[src/rtl/pq_op_sched_pkg.sv]
// Shared types for the AnTiQ priority-queue op scheduler: array op codes, FSM states and
// the op-to-command mapping used for both command pulses and completion-strobe matching.
package pq_op_sched_pkg;

   typedef enum logic [1:0] {
      PQ_OP_NOP  = 2'd0,
      PQ_OP_PUSH = 2'd1,
      PQ_OP_POP  = 2'd2,
      PQ_OP_DROP = 2'd3
   } pq_op_e;

   typedef enum logic [1:0] {
      StIdle,
      StIssue,
      StWait,
      StSettle
   } sched_state_e;

   localparam int unsigned SCHED_SETTLE_CYC = 1;

   // One-hot {drop, pop, push}; NOP maps to no array command.
   function automatic logic [2:0] op_cmd_mask(pq_op_e op);
      logic [2:0] mask;
      mask = 3'b000;
      unique case (op)
         PQ_OP_PUSH: mask = 3'b001;
         PQ_OP_POP:  mask = 3'b010;
         PQ_OP_DROP: mask = 3'b100;
         default:    mask = 3'b000;
      endcase
      return mask;
   endfunction

endpackage

[src/rtl/pq_op_sched_if.sv]
// Requester and array-side signals of the scheduler. Suffixes are from the scheduler's view:
// the slave modport is the scheduler, the master modport is its environment.
interface pq_op_sched_if #(
   parameter int unsigned NREQ = 4,
   parameter int unsigned TW   = 4,
   parameter int unsigned DW   = 8
);
   localparam int unsigned IW = (NREQ > 1) ? $clog2(NREQ) : 1;

   logic [NREQ-1:0]    req_vld_i;
   logic [2*NREQ-1:0]  req_op_i;
   logic [TW*NREQ-1:0] req_id_i;
   logic [DW*NREQ-1:0] req_data_i;
   logic [NREQ-1:0]    req_rdy_o;

   logic               resp_vld_o;
   logic [IW-1:0]      resp_idx_o;
   logic               resp_err_o;
   logic [TW-1:0]      resp_id_o;
   logic [DW-1:0]      resp_data_o;

   logic               pq_push_o;
   logic               pq_pop_o;
   logic               pq_drop_o;
   logic [TW-1:0]      pq_id_o;
   logic [DW-1:0]      pq_data_o;
   logic               pq_push_vld_i;
   logic               pq_pop_vld_i;
   logic               pq_drop_vld_i;
   logic               pq_full_i;
   logic               pq_peek_vld_i;
   logic [TW-1:0]      pq_head_id_i;
   logic [DW-1:0]      pq_head_data_i;

   modport slave (
      input  req_vld_i, req_op_i, req_id_i, req_data_i,
      input  pq_push_vld_i, pq_pop_vld_i, pq_drop_vld_i, pq_full_i, pq_peek_vld_i,
      input  pq_head_id_i, pq_head_data_i,
      output req_rdy_o, resp_vld_o, resp_idx_o, resp_err_o, resp_id_o, resp_data_o,
      output pq_push_o, pq_pop_o, pq_drop_o, pq_id_o, pq_data_o
   );

   modport master (
      output req_vld_i, req_op_i, req_id_i, req_data_i,
      output pq_push_vld_i, pq_pop_vld_i, pq_drop_vld_i, pq_full_i, pq_peek_vld_i,
      output pq_head_id_i, pq_head_data_i,
      input  req_rdy_o, resp_vld_o, resp_idx_o, resp_err_o, resp_id_o, resp_data_o,
      input  pq_push_o, pq_pop_o, pq_drop_o, pq_id_o, pq_data_o
   );

endinterface

[src/rtl/pq_op_sched_rr_arb.sv]
// Combinational round-robin arbiter: first requester at or after ptr_i, wrapping.
module pq_op_sched_rr_arb #(
   parameter int unsigned NREQ = 4,
   parameter int unsigned IW   = (NREQ > 1) ? $clog2(NREQ) : 1
) (
   input  logic [NREQ-1:0] req_i,
   input  logic [IW-1:0]   ptr_i,
   output logic [NREQ-1:0] gnt_o,
   output logic [IW-1:0]   idx_o,
   output logic            any_o
);

   always_comb begin
      int unsigned j;
      gnt_o = '0;
      idx_o = '0;
      any_o = 1'b0;
      j     = 0;
      for (int unsigned k = 0; k < NREQ; k++) begin
         j = (32'(ptr_i) + k) % NREQ;
         if (!any_o && req_i[j]) begin
            any_o    = 1'b1;
            gnt_o[j] = 1'b1;
            idx_o    = IW'(j);
         end
      end
   end

endmodule

[src/rtl/pq_op_sched.sv]
// Shares one AnTiQ priority-queue array between NREQ requesters, one op in flight:
// grant, pulse the array command, wait for its strobe (or time out), settle, repeat.
module pq_op_sched
   import pq_op_sched_pkg::*;
#(
   parameter int unsigned NREQ   = 4,
   parameter int unsigned TW     = 4,
   parameter int unsigned DW     = 8,
   parameter int unsigned TO_CYC = 15
) (
   input logic          clk_i,
   input logic          rst_ni,
   pq_op_sched_if.slave bus
);
   localparam int unsigned IW = (NREQ > 1) ? $clog2(NREQ) : 1;
   localparam int unsigned CW = $clog2(TO_CYC + 1);

   sched_state_e    state_q;
   pq_op_e          op_q;
   logic [TW-1:0]   id_q;
   logic [DW-1:0]   data_q;
   logic [IW-1:0]   idx_q;
   logic [IW-1:0]   rr_ptr_q;
   logic [CW-1:0]   cnt_q;

   logic [NREQ-1:0] gnt;
   logic [IW-1:0]   gnt_idx;
   logic            gnt_any;
   logic [2:0]      cmd_mask;
   logic            reject;
   logic            strobe;
   logic            timeout;
   logic            issue_ok;
   logic            resp_fire;
   logic            pop_ok;
   logic            busy;

   pq_op_sched_rr_arb #(
      .NREQ (NREQ),
      .IW   (IW)
   ) u_arb (
      .req_i (bus.req_vld_i),
      .ptr_i (rr_ptr_q),
      .gnt_o (gnt),
      .idx_o (gnt_idx),
      .any_o (gnt_any)
   );

   always_comb begin
      reject = 1'b1;
      unique case (op_q)
         PQ_OP_PUSH:            reject = bus.pq_full_i;
         PQ_OP_POP, PQ_OP_DROP: reject = !bus.pq_peek_vld_i;
         default:               reject = 1'b1;
      endcase
      cmd_mask  = op_cmd_mask(op_q);
      // Only the strobe belonging to the in-flight op counts; others are ignored.
      strobe    = (state_q == StWait) &&
                  |(cmd_mask & {bus.pq_drop_vld_i, bus.pq_pop_vld_i, bus.pq_push_vld_i});
      timeout   = (state_q == StWait) && (cnt_q == CW'(TO_CYC - 1));
      issue_ok  = (state_q == StIssue) && !reject;
      resp_fire = ((state_q == StIssue) && reject) || strobe || timeout;
      pop_ok    = strobe && (op_q == PQ_OP_POP);
      busy      = (state_q != StIdle);
   end

   always_comb begin
      bus.req_rdy_o   = (state_q == StIdle) ? gnt : '0;
      {bus.pq_drop_o, bus.pq_pop_o, bus.pq_push_o} = issue_ok ? cmd_mask : 3'b000;
      bus.pq_id_o     = busy ? id_q : '0;
      bus.pq_data_o   = busy ? data_q : '0;
      bus.resp_vld_o  = resp_fire;
      bus.resp_idx_o  = resp_fire ? idx_q : '0;
      bus.resp_err_o  = resp_fire && !strobe;
      bus.resp_id_o   = pop_ok ? bus.pq_head_id_i : '0;
      bus.resp_data_o = pop_ok ? bus.pq_head_data_i : '0;
   end

   always_ff @(posedge clk_i or negedge rst_ni) begin
      if (!rst_ni) begin
         state_q  <= StIdle;
         op_q     <= PQ_OP_NOP;
         id_q     <= '0;
         data_q   <= '0;
         idx_q    <= '0;
         rr_ptr_q <= '0;
         cnt_q    <= '0;
      end else begin
         unique case (state_q)
            StIdle: begin
               if (gnt_any) begin
                  op_q     <= pq_op_e'(bus.req_op_i[2*int'(gnt_idx) +: 2]);
                  id_q     <= bus.req_id_i[TW*int'(gnt_idx) +: TW];
                  data_q   <= bus.req_data_i[DW*int'(gnt_idx) +: DW];
                  idx_q    <= gnt_idx;
                  rr_ptr_q <= (gnt_idx == IW'(NREQ - 1)) ? '0 : gnt_idx + IW'(1);
                  state_q  <= StIssue;
               end
            end
            StIssue: begin
               cnt_q   <= '0;
               state_q <= reject ? StSettle : StWait;
            end
            StWait: begin
               if (strobe || timeout) begin
                  cnt_q   <= '0;
                  state_q <= StSettle;
               end else if (cnt_q != {CW{1'b1}}) begin
                  cnt_q <= cnt_q + CW'(1);
               end
            end
            StSettle: begin
               // Gives the array cells time to re-sort before the next grant.
               if (cnt_q == CW'(SCHED_SETTLE_CYC - 1)) begin
                  state_q <= StIdle;
               end else begin
                  cnt_q <= cnt_q + CW'(1);
               end
            end
            default: state_q <= StIdle;
         endcase
      end
   end

endmodule
[src/flat_wrapper.sv]
// flat-port wrapper written by rule: the top's interface ports become plain ports
module pq_op_sched_flat import pq_op_sched_pkg::*;
#(
   parameter int unsigned NREQ   = 4,
   parameter int unsigned TW     = 4,
   parameter int unsigned DW     = 8,
   parameter int unsigned TO_CYC = 15
)
  (clk_i, rst_ni, bus_req_vld_i, bus_req_op_i, bus_req_id_i, bus_req_data_i, bus_pq_push_vld_i, bus_pq_pop_vld_i, bus_pq_drop_vld_i, bus_pq_full_i, bus_pq_peek_vld_i, bus_pq_head_id_i, bus_pq_head_data_i, bus_req_rdy_o, bus_resp_vld_o, bus_resp_idx_o, bus_resp_err_o, bus_resp_id_o, bus_resp_data_o, bus_pq_push_o, bus_pq_pop_o, bus_pq_drop_o, bus_pq_id_o, bus_pq_data_o);
  pq_op_sched_if #(.NREQ(NREQ), .TW(TW), .DW(DW)) bus_i ();
  input logic clk_i;
  input logic rst_ni;
  input wire logic [$bits(bus_i.req_vld_i)-1:0] bus_req_vld_i;
  input wire logic [$bits(bus_i.req_op_i)-1:0] bus_req_op_i;
  input wire logic [$bits(bus_i.req_id_i)-1:0] bus_req_id_i;
  input wire logic [$bits(bus_i.req_data_i)-1:0] bus_req_data_i;
  input wire logic [$bits(bus_i.pq_push_vld_i)-1:0] bus_pq_push_vld_i;
  input wire logic [$bits(bus_i.pq_pop_vld_i)-1:0] bus_pq_pop_vld_i;
  input wire logic [$bits(bus_i.pq_drop_vld_i)-1:0] bus_pq_drop_vld_i;
  input wire logic [$bits(bus_i.pq_full_i)-1:0] bus_pq_full_i;
  input wire logic [$bits(bus_i.pq_peek_vld_i)-1:0] bus_pq_peek_vld_i;
  input wire logic [$bits(bus_i.pq_head_id_i)-1:0] bus_pq_head_id_i;
  input wire logic [$bits(bus_i.pq_head_data_i)-1:0] bus_pq_head_data_i;
  output wire logic [$bits(bus_i.req_rdy_o)-1:0] bus_req_rdy_o;
  output wire logic [$bits(bus_i.resp_vld_o)-1:0] bus_resp_vld_o;
  output wire logic [$bits(bus_i.resp_idx_o)-1:0] bus_resp_idx_o;
  output wire logic [$bits(bus_i.resp_err_o)-1:0] bus_resp_err_o;
  output wire logic [$bits(bus_i.resp_id_o)-1:0] bus_resp_id_o;
  output wire logic [$bits(bus_i.resp_data_o)-1:0] bus_resp_data_o;
  output wire logic [$bits(bus_i.pq_push_o)-1:0] bus_pq_push_o;
  output wire logic [$bits(bus_i.pq_pop_o)-1:0] bus_pq_pop_o;
  output wire logic [$bits(bus_i.pq_drop_o)-1:0] bus_pq_drop_o;
  output wire logic [$bits(bus_i.pq_id_o)-1:0] bus_pq_id_o;
  output wire logic [$bits(bus_i.pq_data_o)-1:0] bus_pq_data_o;
  assign bus_i.req_vld_i = bus_req_vld_i;
  assign bus_i.req_op_i = bus_req_op_i;
  assign bus_i.req_id_i = bus_req_id_i;
  assign bus_i.req_data_i = bus_req_data_i;
  assign bus_i.pq_push_vld_i = bus_pq_push_vld_i;
  assign bus_i.pq_pop_vld_i = bus_pq_pop_vld_i;
  assign bus_i.pq_drop_vld_i = bus_pq_drop_vld_i;
  assign bus_i.pq_full_i = bus_pq_full_i;
  assign bus_i.pq_peek_vld_i = bus_pq_peek_vld_i;
  assign bus_i.pq_head_id_i = bus_pq_head_id_i;
  assign bus_i.pq_head_data_i = bus_pq_head_data_i;
  assign bus_req_rdy_o = bus_i.req_rdy_o;
  assign bus_resp_vld_o = bus_i.resp_vld_o;
  assign bus_resp_idx_o = bus_i.resp_idx_o;
  assign bus_resp_err_o = bus_i.resp_err_o;
  assign bus_resp_id_o = bus_i.resp_id_o;
  assign bus_resp_data_o = bus_i.resp_data_o;
  assign bus_pq_push_o = bus_i.pq_push_o;
  assign bus_pq_pop_o = bus_i.pq_pop_o;
  assign bus_pq_drop_o = bus_i.pq_drop_o;
  assign bus_pq_id_o = bus_i.pq_id_o;
  assign bus_pq_data_o = bus_i.pq_data_o;
  pq_op_sched #(.NREQ(NREQ), .TW(TW), .DW(DW), .TO_CYC(TO_CYC)) u_core (.clk_i(clk_i), .rst_ni(rst_ni), .bus(bus_i));
endmodule
[config.mk]
export PLATFORM = sky130hd
export DESIGN_NAME = pq_op_sched_flat
export DESIGN_NICKNAME = d
export VERILOG_FILES = /design/src/rtl/pq_op_sched_pkg.sv /design/src/rtl/pq_op_sched_if.sv /design/src/rtl/pq_op_sched_rr_arb.sv /design/src/rtl/pq_op_sched.sv /design/src/flat_wrapper.sv
export SDC_FILE = /design/constraint.sdc
export NUM_CORES = 1
export LEC_CHECK = 0
export CORE_UTILIZATION = 40
export CTS_CLUSTER_SIZE = 14
export DETAILED_ROUTE_END_ITERATION = 10
export GPL_ROUTABILITY_DRIVEN = 0
export PLACE_DENSITY = 0.75
export SETUP_SLACK_MARGIN = 0.3
export SYNTH_ARGS = -nofsm -noshare
export SYNTH_HDL_FRONTEND = slang
export SYNTH_SLANG_ARGS = --single-unit
[constraint.sdc]
create_clock -name clk_i -period 5.15 [get_ports clk_i]
set_clock_uncertainty 0.15 [all_clocks]
set_input_delay 1.545 -clock clk_i [delete_from_list [all_inputs] [get_ports clk_i]]
set_output_delay 1.545 -clock clk_i [all_outputs]
set_load 0.01 [all_outputs]
==> results of run 1 <==
power breakdown:
group / internal, uW / switching, uW
combinational: 879 / 990
sequential: 279 / 79.8
clock: 104 / 63.0
total: 1260 / 1130
Yosys cell counts (2+ instances only):
master,instances,area [um2]
a2111oi_0,5,43.8
a2111oi_1,5,50.1
a211oi_1,17,128
a21boi_0,4,30.0
a21o_1,2,15.0
a21oi_1,8,40.0
a21oi_4,2,32.5
a221o_1,12,120
a221oi_1,4,35.0
a22oi_1,2,15.0
and2_1,12,75.1
and3_1,2,12.5
buf_2,4,20.0
buf_4,2,15.0
clkbuf_1,13,48.8
dfrtp_1,24,601
ha_1,14,175
inv_1,11,41.3
mux2_2,5,56.3
mux2_4,3,45.0
mux2i_1,30,300
mux4_2,2,45.0
nand2_1,45,169
nand2b_1,4,25.0
nand3_1,7,35.0
nor2_1,22,82.6
nor2b_1,17,106
nor3_1,3,15.0
nor3b_1,12,90.1
o211ai_1,2,15.0
o21ai_0,16,80.1
or3_1,2,12.5
sequential cells by signal, summed over array words and instances, names as in the netlist:
name             flops
u_core.cnt_q         4
u_core.rr_ptr_q      2
u_core.state_q       2
u_core.op_q          2
u_core.data_q        8
u_core.idx_q         2
u_core.id_q          4
cell families after synthesis:
group           count (synthesis)  share of synthesized area (%)
compound gates                 92                           26.1
xor+xnor                        1                          0.316
fa+ha+maj                      14                           6.32
buf+inv                        34                           5.73
flops                          24                           21.7
mux                            40                           16.1
simple gates                  130                           23.7
layout make-up:
class                           instances  share of cell area, %
Clock buffer                            3                  0.990
Clock inverter                          1                  0.720
Inverter                               12                   1.08
Multi-Input combinational cell        277                   49.5
Sequential cell                        24                   14.4
Tap cell                               77                   2.31
Timing Repair Buffer                  141                   30.9
per-stage QoR:
stage	utilization [%]	hold WS [ns]	power [uW]	TNS, ns	instance area (um2)
final	63.8	0.366	2390	0	4170
after global routing	63.8	0.393	2570	0	4170
after CTS	63.1	0.366	2360	0	4120
after detailed placement	62.0	0.346	2170	-1.90	4050
after global placement	62.0	0.344	2120	-1.10	4050
after floorplan	-	0.289	1560	0	2770
final timing paths:
path / from / slack [ns] / cells after the start / endpoint
setup / recovery: bus_pq_drop_vld_i / 0.42 / 10 / bus_resp_data_o[4]
max in group asynchronous: rst_ni / 2.43 / 1 / u_core.rr_ptr_q[0]$_DFFE_PN0P_
setup reg to reg: u_core.rr_ptr_q[1]$_DFFE_PN0P_ / 1.61 / 9 / u_core.id_q[2]$_DFFE_PN0P_
min in group asynchronous: rst_ni / 1.70 / 1 / u_core.op_q[0]$_DFFE_PN0P_
hold / removal: u_core.idx_q[0]$_DFFE_PN0P_ / 0.37 / 1 / u_core.idx_q[0]$_DFFE_PN0P_
hold reg to reg: u_core.idx_q[0]$_DFFE_PN0P_ / 0.37 / 1 / u_core.idx_q[0]$_DFFE_PN0P_
cell usage in the layout, fill, tap and decap left out, types with 9 or more instances in the layout:
| cell type | instances |
|---|---|
| nor2b_1 | 17 |
| ha_1 | 14 |
| clkdlybuf4s50_1 | 86 |
| nor2_1 | 21 |
| nor3b_1 | 11 |
| nand2_1 | 45 |
| a211oi_1 | 17 |
| a221o_1 | 12 |
| o21ai_0 | 16 |
| mux2i_1 | 26 |
| buf_4 | 24 |
| dfrtp_1 | 23 |
| buf_2 | 9 |
| inv_1 | 11 |
worst max-delay path: stages:
cell           delay, ns
dlygate4sd2_1       0.21
mux2i_1             0.08
mux2i_1             0.23
nand2_1             0.12
buf_6               0.13
nor3b_4             0.22
buf_6               0.14
buf_4               0.12
and2_4              0.15
buf_6               0.09
layer usage:
| metal | global-route usage [%] | vias to the layer above | wire length, um |
|---|---|---|---|
| met2 | 43.8 | 136 | 4330 |
| met5 | 0 | - | 0 |
| li1 | - | 1487 | - |
| met3 | 3.60 | 9 | 612 |
| met4 | 3.64 | 0 | 83 |
| met1 | 28.8 | 1423 | 3620 |
what timing repair did:
action,CTS,global route
endpoints found under the hold margin,0,0
gates cloned,1,0
resized for setup,76,30
setup endpoints to repair,20,19
buffers inserted,4,1
pin swaps,2,2
==> impl_metrics.json, run 1 <==
{
  "num_vias": 3055,
  "syn_area_mm2": 0.00277,
  "track_usage_pct": 23.4,
  "crit_arrival_ns": 3.03,
  "holdBufCountCts": 0,
  "period_share_pct": 91.8,
  "dp.cells": 525,
  "routed_wl_mm": 8.64,
  "p_leak_uw": 0.00176,
  "grt_max_degree": 60,
  "drtAntennaViolNets": 0,
  "post_drt_wl_per_cell_um": 16.2,
  "grt_pass1_vias": 2908,
  "fillCellCount": 610,
  "worst_slack_ns": 0.423,
  "cts_buffers": 3,
  "viasPerCell": 5.71,
  "grt_pass1_wl_mm": 13.8,
  "hpwl_mm": 6.47,
  "drv_cap": 0,
  "fin_crit_ns": 4.73,
  "first_pass_iters": 4,
  "clockRootBuffer": "clkbuf_8",
  "vdd_drop_max_mv": 0.231,
  "hold_viol_final": 0,
  "post-place-ws_ns": -0.494,
  "final_layout_size_suffix_gt1_share_pct": 17.9,
  "clk_latency_ns": 0.27,
  "die-area_mm2": 0.00727,
  "regArea_um2": 602,
  "drc": 0,
  "worst_pin_slew_ns": 1.08,
  "cts_tree": "done",
  "syn_to_final_growth_pct": 50.4,
  "maxSlewHeadroom_pct": 27.9,
  "io_pins": 114,
  "synthCells": 335,
  "power_density_mw_per_mm2": 574,
  "yosysWarnings": 0,
  "ys_ff_latch": 24,
  "grt_overflow": 0,
  "cp_max_fo": 4,
  "synth_edf_count": 0,
  "required_ns": 3.46,
  "maxSlewViolCount": 0,
  "rsz0062_at_grt": "no",
  "antenna_found_initial": 0,
  "crit_type": "in -> out",
  "end_kind": "output port",
  "min_path_type": "reg -> reg",
  "outcome": "finished, final reports clean",
  "crit_path_start_kind": "input port",
  "io_buffers": 113,
  "multiInputGateArea_mm2": 0.00207,
  "nets": 552,
  "synth_nets": 428,
  "first_iter_violations": 125,
  "htreeDepth": 1,
  "fin_cells": 535,
  "num_antenna_cells": 0,
  "clockBufferDepth": 2,
  "cts.sinks": 24,
  "report.final.setup_viol": 0,
  "synth_cell_type_count": 54,
  "rows": 29,
  "yosysSeqAreaShare_pct": 21.7,
  "dieWidth_um": 85.3,
  "dieHeight_um": 85.3,
  "synth_ff_type": "dfrtp_1",
  "fmaxAchievable_ghz": 0.212,
  "clkSlewWorstSetupHoldPaths_ns": 0.09,
  "async_flop_share_pct": 100,
  "core-area_mm2": 0.00653,
  "start_util_pct": 42.5,
  "synth.avg_cell_area_um2": 8.28
}
Note: power is estimated with default switching activity, not from simulation.
==> inputs of run 2 (changes only) <==
Settings changed: HOLD_SLACK_MARGIN from default to 0.05, PLACE_DENSITY 0.75 to default, PLACE_DENSITY_LB_ADDON from default to 0.05.
==> run 2 against run 1 <==
Against the previous run: first-iteration DRC count is 9.6% higher; clock-buffer cell count did not move; global-route usage decreased by 0.82 points; largest cell class unchanged; critical path type unchanged; hold slack gained 0.014 ns; clock power barely moved; register-to-register slack better by 0.10 ns; design area down 0.42%; via count fell by 2.6%.
==> impl_metrics.json, run 2 (same netlist as run 1, synthesis figures left out) <==
{
  "outcome": "finished, final reports clean",
  "grt_max_degree": 60,
  "p_leak_uw": 0.00186,
  "end_kind": "output port",
  "clkSlewWorstSetupHoldPaths_ns": 0.09,
  "maxSlewHeadroom_pct": 40.5,
  "ff2ff_path_depth": 8,
  "num_vias": 2977,
  "viasPerCell": 5.59,
  "cts_buffers": 3,
  "min_path_type": "reg -> reg",
  "drc": 0,
  "grt_use_met3_pct": 3.50,
  "syn_to_final_growth_pct": 49.7,
  "final_common_cell": "clkdlybuf4s50_1",
  "fillCellCount": 578,
  "die-area_mm2": 0.00727,
  "io_pins": 114,
  "grt_pass1_wl_mm": 13.4,
  "placed_area_mm2": 0.00405,
  "top_register": "u_core.data_q",
  "use_met2_pct": 39.2,
  "first_pass_iters": 4,
  "largest_reg_flops": 8,
  "switching_share_pct": 47.0,
  "power_frac_clock_pct": 7.3,
  "drv_cap": 0,
  "largestRegisters": "u_core.data_q: 8 flops, u_core.cnt_q: 4 flops, u_core.id_q: 4 flops",
  "clockBufferDepth": 2,
  "hold_depth": 2,
  "fmaxAchievable_ghz": 0.210,
  "antenna_found_initial": 0,
  "top_usage_layer": "met2",
  "start_util_pct": 42.5,
  "period_share_pct": 92.3,
  "power_frac_comb_pct": 77.6,
  "clockRootBuffer": "clkbuf_8",
  "cp_max_fo": 7,
  "routed_wl_mm": 8.35,
  "mostFrequentLayoutCells": "clkdlybuf4s50_1, nand2_1, mux2i_1",
  "required_ns": 3.46,
  "first_iter_violations": 137,
  "hpwl_mm": 6.31,
  "track_usage_pct": 22.6,
  "vdd_drop_max_mv": 0.238,
  "dieHeight_um": 85.3,
  "drtAntennaViolNets": 0,
  "nets": 550,
  "post_drt_wl_per_cell_um": 15.7,
  "cts.sinks": 24,
  "worst_pin_slew_ns": 0.892,
  "crit_path_start_kind": "input port",
  "grt_pass1_vias": 2783,
  "rows": 29,
  "hold_viol_final": 0,
  "critPathMostFrequentCell": "mux2_4",
  "report.final.setup_viol": 0,
  "power_density_mw_per_mm2": 562,
  "rsz0062_at_grt": "no",
  "maxSlewViolCount": 0,
  "cpPeakStageDelay_ns": 0.29,
  "dieWidth_um": 85.3,
  "crit_arrival_ns": 3.06,
  "stdcell_area_mm2": 0.00415,
  "final_layout_size_suffix_gt1_share_pct": 15.4,
  "cts_tree": "done",
  "crit_type": "in -> out",
  "clk_latency_ns": 0.27,
  "grt_overflow": 0,
  "core-area_mm2": 0.00653,
  "fin_util_pct": 63.6,
  "grt.met1_usage_pct": 29.4,
  "htreeDepth": 1,
  "crit_chain": "clkdlybuf4s15_2 -> mux2_4 -> mux2_4 -> buf_4 -> a221o_1 -> o21ai_0 -> a21boi_0 -> buf_2",
  "p_int_uw": 1240,
  "fin_crit_ns": 4.75,
  "pwr-share-seq_pct": 15.1,
  "io_buffers": 113,
  "critPathSlowestCell": "mux2_4",
  "power_switching_uw": 1100,
  "num_antenna_cells": 0
}
-- run 2: changes by cell type in the layout (fill, tap and decap cells not counted), moves of 2 or more --
cell            before  now
dlymetal6s2s_1       1    9
buf_6                8    2
dlygate4sd2_1        6    3
mux2i_1             26   29
a21boi_0             1    3
a21boi_1             3    1
and2_1               8   10
and2_4               4    2
mux2i_2              3    1
-- run 2: worst paths after layout --
path	slack, ns	startpoint	endpoint
setup / recovery	0.40	bus_req_vld_i[0]	bus_req_rdy_o[2]
hold / removal	0.38	u_core.idx_q[1]$_DFFE_PN0P_	u_core.idx_q[1]$_DFFE_PN0P_
setup reg to reg	1.71	u_core.rr_ptr_q[1]$_DFFE_PN0P_	u_core.id_q[0]$_DFFE_PN0P_
hold reg to reg	0.38	u_core.idx_q[1]$_DFFE_PN0P_	u_core.idx_q[1]$_DFFE_PN0P_
max in group asynchronous	3.13	rst_ni	u_core.rr_ptr_q[0]$_DFFE_PN0P_
min in group asynchronous	1.47	rst_ni	u_core.cnt_q[3]$_DFFE_PN0P_
-- run 2: metal layers --
metal / routed length (um) / vias up
met3: 439 / 9
met2: 4100 / 95
met4: 103 / 0
li1: - / 1487
met1: 3710 / 1386
met5: 0 / -
-- run 2: worst max-delay path: cells and delay by family --
kind                   cells  cell delay (ns)
multiplexers               2             0.57
buffers and inverters      3             0.52
AO/OA/AOI/OAI              3             0.41
-- run 2: power by group through the flow --
stage / clock network, uW / registers (uW) / logic, uW
floorplan: 0 / 332 / 1220
global placement: 0 / 353 / 1780
detailed placement: 0 / 356 / 1810
CTS: 173 / 352 / 1800
global route: 181 / 366 / 1980
finish: 170 / 353 / 1810
-- run 2: cell type report --
type	instances	area, um2	area share (%)
timing repair buffer	139	1290	31.2
multi-input combinational	277	2040	49.2
clock inverter	1	30.0	0.723
clock buffer	3	41.3	0.995
inverter	12	45.0	1.08
sequential	24	602	14.5
tap	77	96.3	2.32
-- run 2: stage by stage --
step | setup slack [ns] | hold slack, ns | total power [uW] | setup TNS [ns] | std cells
2_1_floorplan | 0.581 | 0.289 | 1560 | 0 | 335
3_3_place_gp | -0.282 | 0.348 | 2130 | -1.09 | 525
3_5_place_dp | -0.327 | 0.353 | 2160 | -1.27 | 525
4_1_cts | 0.0329 | 0.377 | 2330 | 0 | 530
5_1_grt | 0.315 | 0.393 | 2530 | 0 | 533
6_report | 0.398 | 0.379 | 2330 | 0 | 533
-- run 2: what timing repair did --
item	in CTS	in global routing
hold buffers	0	0
endpoints found under the setup margin	20	20
pin swaps	0	3
gates cloned	0	1
gates resized for setup	26	42
setup buffers	1	2
endpoints found under the hold margin	0	0
